**config.mk**
```make
export PLATFORM = sky130hd
export DESIGN_NAME = fetch_stage_flat
export DESIGN_NICKNAME = d
export VERILOG_FILES = /design/src/rtl/fetch_stage_if.sv /design/src/rtl/fetch_stage.sv /design/src/flat_wrapper.sv
export SDC_FILE = /design/constraint.sdc
export NUM_CORES = 1
export LEC_CHECK = 0
export BUFFER_PORTS_ARGS = -buffer_cell sky130_fd_sc_hd__buf_4
export CELL_PAD_IN_SITES_DETAIL_PLACEMENT = 2
export CELL_PAD_IN_SITES_GLOBAL_PLACEMENT = 2
export CORE_MARGIN = 2
export CORE_UTILIZATION = 35
export CTS_CLUSTER_SIZE = 20
export DETAILED_ROUTE_END_ITERATION = 6
export PLACE_DENSITY = 0.9
export SYNTH_ARGS = -nofsm -noshare
export SYNTH_HDL_FRONTEND = slang
export SYNTH_SLANG_ARGS = --single-unit
```
**constraint.sdc**
```tcl
create_clock -name clk -period 2.5 [get_ports clk]
set_clock_uncertainty 0.1 [all_clocks]
set_input_delay 0 -clock clk [delete_from_list [all_inputs] [get_ports clk]]
set_output_delay 0 -clock clk [all_outputs]
set_load 0.02 [all_outputs]
```
**src/rtl/fetch_stage_if.sv**
```systemverilog
// Instruction-memory read channel between the IF stage and instruction memory.
// master: the fetch stage (issues requests); slave: the memory (returns data).
interface fetch_stage_if;
    logic        imem_read;
    logic [15:0] imem_address;
    logic        imem_resp;
    logic [15:0] imem_rdata;

    modport master (
        output imem_read,
        output imem_address,
        input  imem_resp,
        input  imem_rdata
    );

    modport slave (
        input  imem_read,
        input  imem_address,
        output imem_resp,
        output imem_rdata
    );
endinterface : fetch_stage_if

```
**src/rtl/fetch_stage.sv**
```systemverilog
// IF stage of the pipelined LC-3b core.
// Owns the PC and the single-outstanding instruction-memory read, fills the
// IF/ID latch and pre-extracts the decode fields used by the control ROM.
// Optional build macro FETCH_PERF_CNT_EN adds saturating stall/flush counters.
module fetch_stage #(
    parameter logic [15:0] PC_RESET = 16'h0000
) (
    input  logic          clk,
    input  logic          reset_n,
    fetch_stage_if.master imem,
    input  logic          stall,
    input  logic          redirect,
    input  logic [15:0]   redirect_pc,
    output logic          ifid_valid,
    output logic [15:0]   ifid_pc,
    output logic [15:0]   ifid_ir,
    output logic [3:0]    ifid_opcode,
    output logic          ifid_imm_check,
    output logic          ifid_jsr_check,
    output logic          ifid_rshf_check
`ifdef FETCH_PERF_CNT_EN
    ,
    output logic [15:0]   perf_stall_cnt,
    output logic [15:0]   perf_flush_cnt
`endif
);

    // REQ:   a request is (or is about to be) on the bus at pc.
    // HOLD:  a response arrived under stall; it waits in the hold register.
    // DRAIN: a redirect hit an outstanding request; wait out its response.
    typedef enum logic [1:0] {
        ST_REQ   = 2'd0,
        ST_HOLD  = 2'd1,
        ST_DRAIN = 2'd2
    } state_e;

    state_e      state_q, state_d;
    logic [15:0] pc_q, pc_d;
    logic [15:0] addr_q, addr_d;
    logic [15:0] drain_addr_q, drain_addr_d;
    logic        read_q, read_d;
    logic [15:0] hold_pc_q, hold_pc_d;
    logic [15:0] hold_ir_q, hold_ir_d;
    logic        ifid_valid_q, ifid_valid_d;
    logic [15:0] ifid_pc_q, ifid_pc_d;
    logic [15:0] ifid_ir_q, ifid_ir_d;

    logic        load_new;
    logic [15:0] new_pc;
    logic [15:0] new_ir;
    logic [15:0] pc_plus2;

`ifdef FETCH_PERF_CNT_EN
    logic [15:0] stall_cnt_q, stall_cnt_d;
    logic [15:0] flush_cnt_q, flush_cnt_d;
`endif

    // 16-bit wrap from 16'hFFFE to 16'h0000 is intentional.
    assign pc_plus2 = pc_q + 16'd2;

    // Next-state, PC, hold register and IF/ID latch computation.
    always_comb begin
        // NOTE: every signal gets a default before the case so no path can infer a latch.
        state_d      = state_q;
        pc_d         = pc_q;
        drain_addr_d = drain_addr_q;
        hold_pc_d    = hold_pc_q;
        hold_ir_d    = hold_ir_q;
        load_new     = 1'b0;
        new_pc       = hold_pc_q;
        new_ir       = hold_ir_q;

        unique case (state_q)
            ST_REQ: begin
                if (read_q) begin
                    if (imem.imem_resp) begin
                        if (redirect) begin
                            // Fetched word belongs to the flushed path.
                            pc_d = redirect_pc;
                        end else if (stall) begin
                            hold_pc_d = pc_plus2;
                            hold_ir_d = imem.imem_rdata;
                            state_d   = ST_HOLD;
                        end else begin
                            load_new = 1'b1;
                            new_pc   = pc_plus2;
                            new_ir   = imem.imem_rdata;
                            pc_d     = pc_plus2;
                        end
                    end else if (redirect) begin
                        // Keep the bus address stable until the old response lands.
                        pc_d         = redirect_pc;
                        drain_addr_d = pc_q;
                        state_d      = ST_DRAIN;
                    end
                end else if (redirect) begin
                    // First cycle after reset: nothing is on the bus yet.
                    pc_d = redirect_pc;
                end
            end
            ST_HOLD: begin
                if (redirect) begin
                    pc_d    = redirect_pc;
                    state_d = ST_REQ;
                end else if (!stall) begin
                    load_new = 1'b1;
                    pc_d     = pc_plus2;
                    state_d  = ST_REQ;
                end
            end
            ST_DRAIN: begin
                if (redirect) begin
                    pc_d = redirect_pc;
                end
                if (imem.imem_resp) begin
                    state_d = ST_REQ;
                end
            end
            default: begin
                state_d = ST_REQ;
            end
        endcase

        read_d = (state_d != ST_HOLD);
        addr_d = (state_d == ST_DRAIN) ? drain_addr_d : pc_d;

        // Flush beats stall; stall beats a new instruction; otherwise a bubble.
        ifid_valid_d = ifid_valid_q;
        ifid_pc_d    = ifid_pc_q;
        ifid_ir_d    = ifid_ir_q;
        if (redirect) begin
            ifid_valid_d = 1'b0;
        end else if (stall) begin
            ifid_valid_d = ifid_valid_q;
        end else if (load_new) begin
            ifid_valid_d = 1'b1;
            ifid_pc_d    = new_pc;
            ifid_ir_d    = new_ir;
        end else begin
            ifid_valid_d = 1'b0;
        end
    end

`ifdef FETCH_PERF_CNT_EN
    // Saturating performance counters.
    always_comb begin
        stall_cnt_d = stall_cnt_q;
        flush_cnt_d = flush_cnt_q;
        if (stall && ifid_valid_q && (stall_cnt_q != 16'hFFFF)) begin
            stall_cnt_d = stall_cnt_q + 16'd1;
        end
        if (redirect && (flush_cnt_q != 16'hFFFF)) begin
            flush_cnt_d = flush_cnt_q + 16'd1;
        end
    end
`endif

    // State and output registers; async reset drops the bus request at once.
    always_ff @(posedge clk or negedge reset_n) begin
        if (!reset_n) begin
            state_q      <= ST_REQ;
            pc_q         <= PC_RESET;
            addr_q       <= PC_RESET;
            drain_addr_q <= PC_RESET;
            read_q       <= 1'b0;
            // NOTE: the hold register is reset too, so a stale word can never leak after reset.
            hold_pc_q    <= 16'h0000;
            hold_ir_q    <= 16'h0000;
            ifid_valid_q <= 1'b0;
            ifid_pc_q    <= 16'h0000;
            ifid_ir_q    <= 16'h0000;
`ifdef FETCH_PERF_CNT_EN
            stall_cnt_q  <= 16'h0000;
            flush_cnt_q  <= 16'h0000;
`endif
        end else begin
            // NOTE: non-blocking assignments so every flop samples pre-edge values.
            state_q      <= state_d;
            pc_q         <= pc_d;
            addr_q       <= addr_d;
            drain_addr_q <= drain_addr_d;
            read_q       <= read_d;
            hold_pc_q    <= hold_pc_d;
            hold_ir_q    <= hold_ir_d;
            ifid_valid_q <= ifid_valid_d;
            ifid_pc_q    <= ifid_pc_d;
            ifid_ir_q    <= ifid_ir_d;
`ifdef FETCH_PERF_CNT_EN
            stall_cnt_q  <= stall_cnt_d;
            flush_cnt_q  <= flush_cnt_d;
`endif
        end
    end

    assign imem.imem_read    = read_q;
    assign imem.imem_address = addr_q;

    assign ifid_valid      = ifid_valid_q;
    assign ifid_pc         = ifid_pc_q;
    assign ifid_ir         = ifid_ir_q;
    assign ifid_opcode     = ifid_ir_q[15:12];
    assign ifid_imm_check  = ifid_ir_q[5];
    assign ifid_jsr_check  = ifid_ir_q[11];
    assign ifid_rshf_check = ifid_ir_q[4];

`ifdef FETCH_PERF_CNT_EN
    assign perf_stall_cnt = stall_cnt_q;
    assign perf_flush_cnt = flush_cnt_q;
`endif

endmodule : fetch_stage

```
**src/flat_wrapper.sv**
```systemverilog
// flat-port wrapper written by rule: the top's interface ports become plain ports
module fetch_stage_flat 
#(
    parameter logic [15:0] PC_RESET = 16'h0000
)
  (clk, reset_n, stall, redirect, redirect_pc, ifid_valid, ifid_pc, ifid_ir, ifid_opcode, ifid_imm_check, ifid_jsr_check, ifid_rshf_check, imem_imem_read, imem_imem_address, imem_imem_resp, imem_imem_rdata);
  fetch_stage_if imem_i ();
  input  logic clk;
  input  logic reset_n;
  input  logic stall;
  input  logic redirect;
  input  logic [15:0] redirect_pc;
  output logic ifid_valid;
  output logic [15:0] ifid_pc;
  output logic [15:0] ifid_ir;
  output logic [3:0] ifid_opcode;
  output logic ifid_imm_check;
  output logic ifid_jsr_check;
  output logic ifid_rshf_check;
  output wire logic [$bits(imem_i.imem_read)-1:0] imem_imem_read;
  output wire logic [$bits(imem_i.imem_address)-1:0] imem_imem_address;
  input wire logic [$bits(imem_i.imem_resp)-1:0] imem_imem_resp;
  input wire logic [$bits(imem_i.imem_rdata)-1:0] imem_imem_rdata;
  assign imem_imem_read = imem_i.imem_read;
  assign imem_imem_address = imem_i.imem_address;
  assign imem_i.imem_resp = imem_imem_resp;
  assign imem_i.imem_rdata = imem_imem_rdata;
  fetch_stage #(.PC_RESET(PC_RESET)) u_core (.clk(clk), .reset_n(reset_n), .imem(imem_i), .stall(stall), .redirect(redirect), .redirect_pc(redirect_pc), .ifid_valid(ifid_valid), .ifid_pc(ifid_pc), .ifid_ir(ifid_ir), .ifid_opcode(ifid_opcode), .ifid_imm_check(ifid_imm_check), .ifid_jsr_check(ifid_jsr_check), .ifid_rshf_check(ifid_rshf_check));
endmodule
```
## Yosys cells after proc, flatten, opt, wreduce, memory -nomap -nowiden

Index checks and enable logic that the tools add are counted.

| storage, ports and cells | value |
|---|---|
| flip-flop bits (word level) | 116 |
| latch bits | 0 |
| bits in writable memories | 0 |
| memory bits (read-only) | 0 |
| input port bits | 37 |
| output and inout bits | 57 |
| word-level logic and storage cells | 55 |
| memories | 0 |

| cells by class | value |
|---|---|
| add/sub/neg operators | 1 |
| $mul | 0 |
| divide/modulo/power cells | 0 |
| magnitude comparators | 0 |
| eq/ne operators | 5 |
| shift-type cells | 0 |
| muxes and demuxes | 34 |
| bitwise logic cells | 2 |
| reduce and logical (&&, ||, !) cells | 3 |

Operators by type and width:

| cell | number |
|---|---|
| two-way mux 16 bit | 16 |
| one-hot mux 16 bit (3 select lines) | 1 |
| adder 16 x 2 -> 16 bit (second input constant) | 1 |
| two-way mux 2 bit | 8 |
| two-way mux 1 bit | 7 |
| one-hot mux 2 bit (3 select lines) | 1 |
| AND reduction 5 bit | 1 |
| == test 2 bit (second input constant) | 2 |
| != test 2 x 1 -> 1 bit (second input constant) | 2 |
| AND reduction 3 bit | 1 |
| == test 2 x 1 -> 1 bit (second input constant) | 1 |
| logical NOT 2 bit | 1 |
| NOT 1 bit | 2 |
| one-hot mux 1 bit (2 select lines) | 1 |

## Logic depth before layout (Yosys ltp)

| logic depth | value |
|---|---|
| depth after elaboration | 8 |
| mapped depth | 8 |
| gate-level depth less buffers | 6 |

## Least setup slack after synthesis

OpenSTA, ideal clock, no wires.

| path | value |
|---|---|
| path type | flip-flop to flip-flop |
| from | register u_core.pc_q[1] |
| to | register u_core.addr_q[9] (netlist: u_core.imem.imem_address[9]) |
| library setup time | 125 ps |
| data arrival time | 1,701 ps |
| data required time | 2,275 ps |
| slack | 575 ps |
| stages on the path, launching flop included | 8 |
| path buffers | 1 |
| period minus slack after synthesis | 1,925 ps |
| cells stage by stage | dfrtp_1 -> ha_1 -> nand3_2 -> or2_0 -> clkbuf_1 -> o32ai_1 -> a21oi_1 -> mux2_2 |

| between the ends | value |
|---|---|
| longest elaborated chain between the ends | 7 |

Ends and longest elaborated chain:

| item | line | text |
|---|---|---|
| start: declaration | fetch_stage.sv:38 | `logic [15:0] pc_q, pc_d;` |
| start signal: assignment | fetch_stage.sv:179 | `pc_q <= pc_d;` |
| adder 16 x 2 -> 16 bit (*) | fetch_stage.sv:59 | `assign pc_plus2 = pc_q + 16'd2;` |
| two-way mux 16 bit (*) | fetch_stage.sv:80, fetch_stage.sv:105 |  |
| two-way mux 16 bit (*) | fetch_stage.sv:102 | `if (redirect) begin` |
| two-way mux 16 bit | fetch_stage.sv:76 | `if (imem.imem_resp) begin` |
| two-way mux 16 bit | fetch_stage.sv:75 | `if (read_q) begin` |
| one-hot mux 16 bit (3 select lines) (*) | fetch_stage.sv:73 | `unique case (state_q)` |
| net u_core.pc_d[9] | fetch_stage.sv:38 |  |
| two-way mux 16 bit (*) | fetch_stage.sv:125 | `addr_d = (state_d == ST_DRAIN) ? drain_addr_d : pc_d;` |
| net u_core.addr_d[9] | fetch_stage.sv:39 | `logic [15:0] addr_q, addr_d;` |
| end signal: assignment | fetch_stage.sv:180 | `addr_q <= addr_d;` |
| end: declaration | fetch_stage.sv:39 |  |

Mark *: on every way through the listed nets, which the timed path passes. The rest lies on a longest branch.
A chain may end at the register's enable or synchronous reset.

## Worst setup path after layout

| path | value |
|---|---|
| from | register u_core.state_q[1] |
| to | register u_core.pc_q[4] |

| between the ends | value |
|---|---|
| longest elaborated chain between the ends | 2 |
| elaborated cells on any way between the ends | 4 |
| those cells by class | eq/ne: 2; mux: 1; reduce/logical: 1 |

Ends and longest elaborated chain:

| item | line | text |
|---|---|---|
| start: declaration | fetch_stage.sv:37 | `state_e state_q, state_d;` |
| start signal: assignment | fetch_stage.sv:178 | `state_q <= state_d;` |
| == test 2 bit (tied with other cells) | fetch_stage.sv:73 |  |
| one-hot mux 16 bit (3 select lines) (*) | fetch_stage.sv:73 |  |
| net u_core.pc_d[4] | fetch_stage.sv:38 |  |

Marked as above.

==> impl_summary.log <==
[metrics] CTS tree: built
[metrics] number of DRC markers in iteration 0: between 200 and 250
[metrics] Synth cell types: 57
[metrics] DR DRC count: 0
[metrics] average instance area after synthesis: ~10 um2
[metrics] Post-Route WL: 18.8 mm
[metrics] Num Clock Sinks: between 100 and 150
[metrics] met3 usage: 4.44%
[metrics] proportion of layout cells with a drive suffix above 1: ~27%
[metrics] final count of hold timing violations: 0
[metrics] max-slew headroom at the worst pin: between 50 and 60%
[metrics] global routing usage on met2: between 40% and 50%
[metrics] buffer levels on the longest clock path: 2
[metrics] global routing usage summed across all routing layers: 24.1%
[metrics] Critical Path, Cell by Cell: buf_4 -> nand2_1 -> nand2_2 -> and3_1 -> a311o_1 -> dlygate4sd3_1
[metrics] final period utilization: a little over nine tenths
[metrics] Area growth syn-to-layout: 35.8%
[metrics] Synth Instances: 526
[metrics] count of input and output buffers: 93
[metrics] via count of the first global-routing pass: roughly 5,300
[metrics] via count: 4,599
[metrics] TritonRoute pass-1 iters: 4
[metrics] static leakage power: 3.35 nW
[metrics] cell chosen for the clock root: sky130_fd_sc_hd__clkbuf_16
[metrics] share of synthesized registers carrying an async set or reset: between 90% and 100%
[metrics] required time of the worst setup path: approximately 2700 ps
[metrics] pin count of the biggest net entering global routing: 48
[metrics] Die ar.: roughly 16,000 um2
[metrics] wire length of the first global-routing pass: between 20 and 30 mm
[metrics] Worst Hold Margin: 36.5 ps
[metrics] top-area cell type share of the netlist area: approximately 54%
[metrics] time the final worst path needs with I/O delays and setup: approximately 2400 ps
[metrics] accumulated negative setup slack: 0 ps
[metrics] clock input transition at the sequential cells of the worst setup and hold paths: 60 ps
[metrics] type of element capturing the critical path: flip-flop
[metrics] maximum operating frequency: 0.420 GHz
[metrics] average vias per placed instance: 5.38
[metrics] startpoint kind of the worst setup timing path: flip-flop
[metrics] average detailed-routed wire length per instance: roughly 22 um
[metrics] area used by multi-input combinational logic: roughly 2200 um2
[metrics] top cell type by total area after synthesis: sky130_fd_sc_hd__dfrtp_1
[metrics] die outline height: ~130 um
[metrics] max-slew violation count: 0
[metrics] post-DP HPWL: between 10 and 15 mm
[metrics] number of failing setup endpoints in the final timing report: 0
[metrics] Seq. cell area: 2900 um2
[metrics] Post-Synthesis Cell Area: between 5000 and 6000 um2
[metrics] biggest area contributors in the synthesized netlist: sky130_fd_sc_hd__dfrtp_1 54%, sky130_fd_sc_hd__nand2_1 8.0%, sky130_fd_sc_hd__o21ai_0 4.8%
[metrics] routability-driven placement congestion ratio: between 0.8 and 0.9
[metrics] Hold Crit Class: input pin to async pin
[metrics] Crit-path slowest cell: sky130_fd_sc_hd__dlygate4sd3_1
[metrics] final net count: roughly 690
[metrics] initial core utilization: 35.4%
[metrics] number of buffers added by the clock tree synthesis step: 17
[metrics] buffer and inverter count on the worst path: 2
[metrics] CP peak stage delay: 570 ps
[metrics] peak supply drop: 0.528 mV
[metrics] core outline area: between 15,000 and 20,000 um2
[metrics] flip-flop cell with the highest count after synthesis: sky130_fd_sc_hd__dfrtp_1
[metrics] Max-Cap Viols: 0
[metrics] most heavily used metal layer in global routing: met2
[metrics] register bit total from synthesis: approximately 120
[metrics] insertion delay to the later sink of the worst-skew pair: 430 ps
[metrics] cell family with the largest share of critical-path delay: buffers and inverters
[metrics] total congestion overflow: 0
[metrics] number of placement rows: 45
[metrics] met1 Track Usage GR: 28.3%
[metrics] setup repair after global routing missed its margin: no
[metrics] kind of critical path: flip-flop to flip-flop
[metrics] power density relative to cell area: ~1000 nW/um2
[metrics] H-tree levels: 4
[metrics] transition time of the tightest slew-check pin: 630 ps
[metrics] CP Data Arrival Time: around 2600 ps
[metrics] antenna violations before repair: 0
[metrics] number of fillers in the final layout: 1,541
[metrics] number of enable-type register cells in the synthesized netlist: 0
[metrics] number of nets still failing antenna checks after routing: 0
[metrics] net count after synthesis: between 500 and 600
[metrics] Chip Width: roughly 130 um
[metrics] register area share after synthesis: a little over half
[metrics] number of diodes: 0
[metrics] buffers inserted during post-CTS setup optimization: 0
[metrics] Ports: 94
[metrics] outcome: completed
[metrics] maximum fanout along the worst path: 12
[metrics] Warnings, synthesis: 0
==> flip-flops by register name (all words and copies together) (netlist names) <==
| signal | cells |
|---|---|
| u_core.drain_addr_q | 16 |
| u_core.hold_ir_q | 16 |
| u_core.hold_pc_q | 16 |
| u_core.ifid_ir | 16 |
| u_core.ifid_pc | 16 |
| u_core.ifid_valid | 1 |
| u_core.imem.imem_address | 16 |
| u_core.imem.imem_read | 1 |
| u_core.pc_q | 16 |
| u_core.state_q | 2 |
==> cell usage after synthesis (all sizes together) (2+ instances only) <==
cell and number:
and3 3, nor3 9, o21ba 2, a211o 3
nand2 113, a22oi 9, o211ai 3, a211oi 2
nand4 6, xnor2 15, o22a 2, buf 23
a221o 2, o221ai 2, nand3 6, a21boi 4
nand2b 3, clkbuf 19, o21ai 51, mux2i 19
o22ai 5, a2bb2oi 2, a31oi 4, xor2 2
a21o 8, or2 2, mux2 21, dfrtp 116
inv 8, nor4 6, a21oi 16, nor2 23
nor2b 4
==> power breakdown <==
group / internal [mW] / total, mW / switching [mW]
Combinational: 0.832 / 1.93 / 1.10
Sequential: 2.37 / 2.73 / 0.353
Clock: 1.69 / 2.61 / 0.925
==> routing by layer <==
layer / vias to the layer above / part of all wire [%] / wire (um)
met1: 2390 / 42 / 7800
met2: 107 / 54 / 10100
met3: 28 / 3.0 / 556
li1: 2074 / - / -
met5: - / 0 / 0
met4: 0 / 1.7 / 323
==> per-stage QoR <==
step / total power [mW] / cells / worst slack [ps] / area (um2) / util, %
after floorplan: 3.75 / 526 / 575 / 5330 / -
after global placement: 4.44 / 785 / 417 / 6230 / 41.4
after detailed placement: 4.58 / 785 / 305 / 6230 / 41.4
after CTS: 7.30 / 855 / 25.2 / 7230 / 48.1
after global routing: 7.62 / 855 / 42.7 / 7240 / 48.1
final: 7.27 / 855 / 121 / 7240 / 48.1
==> cell families (layout without fill, tap and decap cells) <==
logic type,count (synthesis),count (layout),synth area share [%]
xor+xnor,17,17,2.79
buf+inv,50,191,4.60
flops,116,116,54.5
mux,40,40,8.01
compound gates,122,122,14.5
fa+ha+maj,1,1,0.235
simple gates,180,180,15.4
==> layout by cell type (no fill, tap or decap), types with 15 or more instances in the layout <==
| cell type | synthesis | routed |
|---|---|---|
| sky130_fd_sc_hd__clkbuf_16 | 0 | 17 |
| sky130_fd_sc_hd__dlygate4sd3_1 | 0 | 38 |
| sky130_fd_sc_hd__buf_4 | 9 | 111 |
| sky130_fd_sc_hd__o21ai_0 | 51 | 51 |
| sky130_fd_sc_hd__a21oi_1 | 15 | 15 |
| sky130_fd_sc_hd__mux2_2 | 21 | 21 |
| sky130_fd_sc_hd__nand2_1 | 113 | 112 |
| sky130_fd_sc_hd__mux2i_1 | 19 | 19 |
| sky130_fd_sc_hd__nor2_1 | 23 | 23 |
| sky130_fd_sc_hd__dfrtp_1 | 116 | 116 |
| sky130_fd_sc_hd__xnor2_1 | 15 | 15 |
==> path summary, 6_finish.rpt <==
check	slack [ps]	start	endpoint	cells past startpoint
min	40	reset_n	u_core.ifid_ir[3]	2
max in group asynchronous	1530	reset_n	u_core.drain_addr_q[13]	3
max reg2reg	120	u_core.state_q[1]	u_core.pc_q[4]	6
min in group clk	70	imem_imem_resp	u_core.imem.imem_read	4
max	120	u_core.state_q[1]	u_core.pc_q[4]	6
min reg2reg	380	u_core.ifid_pc[6]	u_core.ifid_pc[6]	1
==> final cells by class <==
class / instances / share of cell area (%)
clock buffer: 19 / 6.12
clock inverter: 13 / 2.52
inverter: 8 / 0.415
multi-input combinational: 360 / 30.3
sequential: 116 / 40.1
tap: 188 / 3.25
timing repair buffer: 151 / 17.3
==> what timing repair did <==
item,in CTS,in global routing
resized for setup,0,1
setup endpoints to repair,0,1
hold endpoints to repair,141,0
hold buffers,38,0
Note: power is estimated with default switching activity, not from simulation.
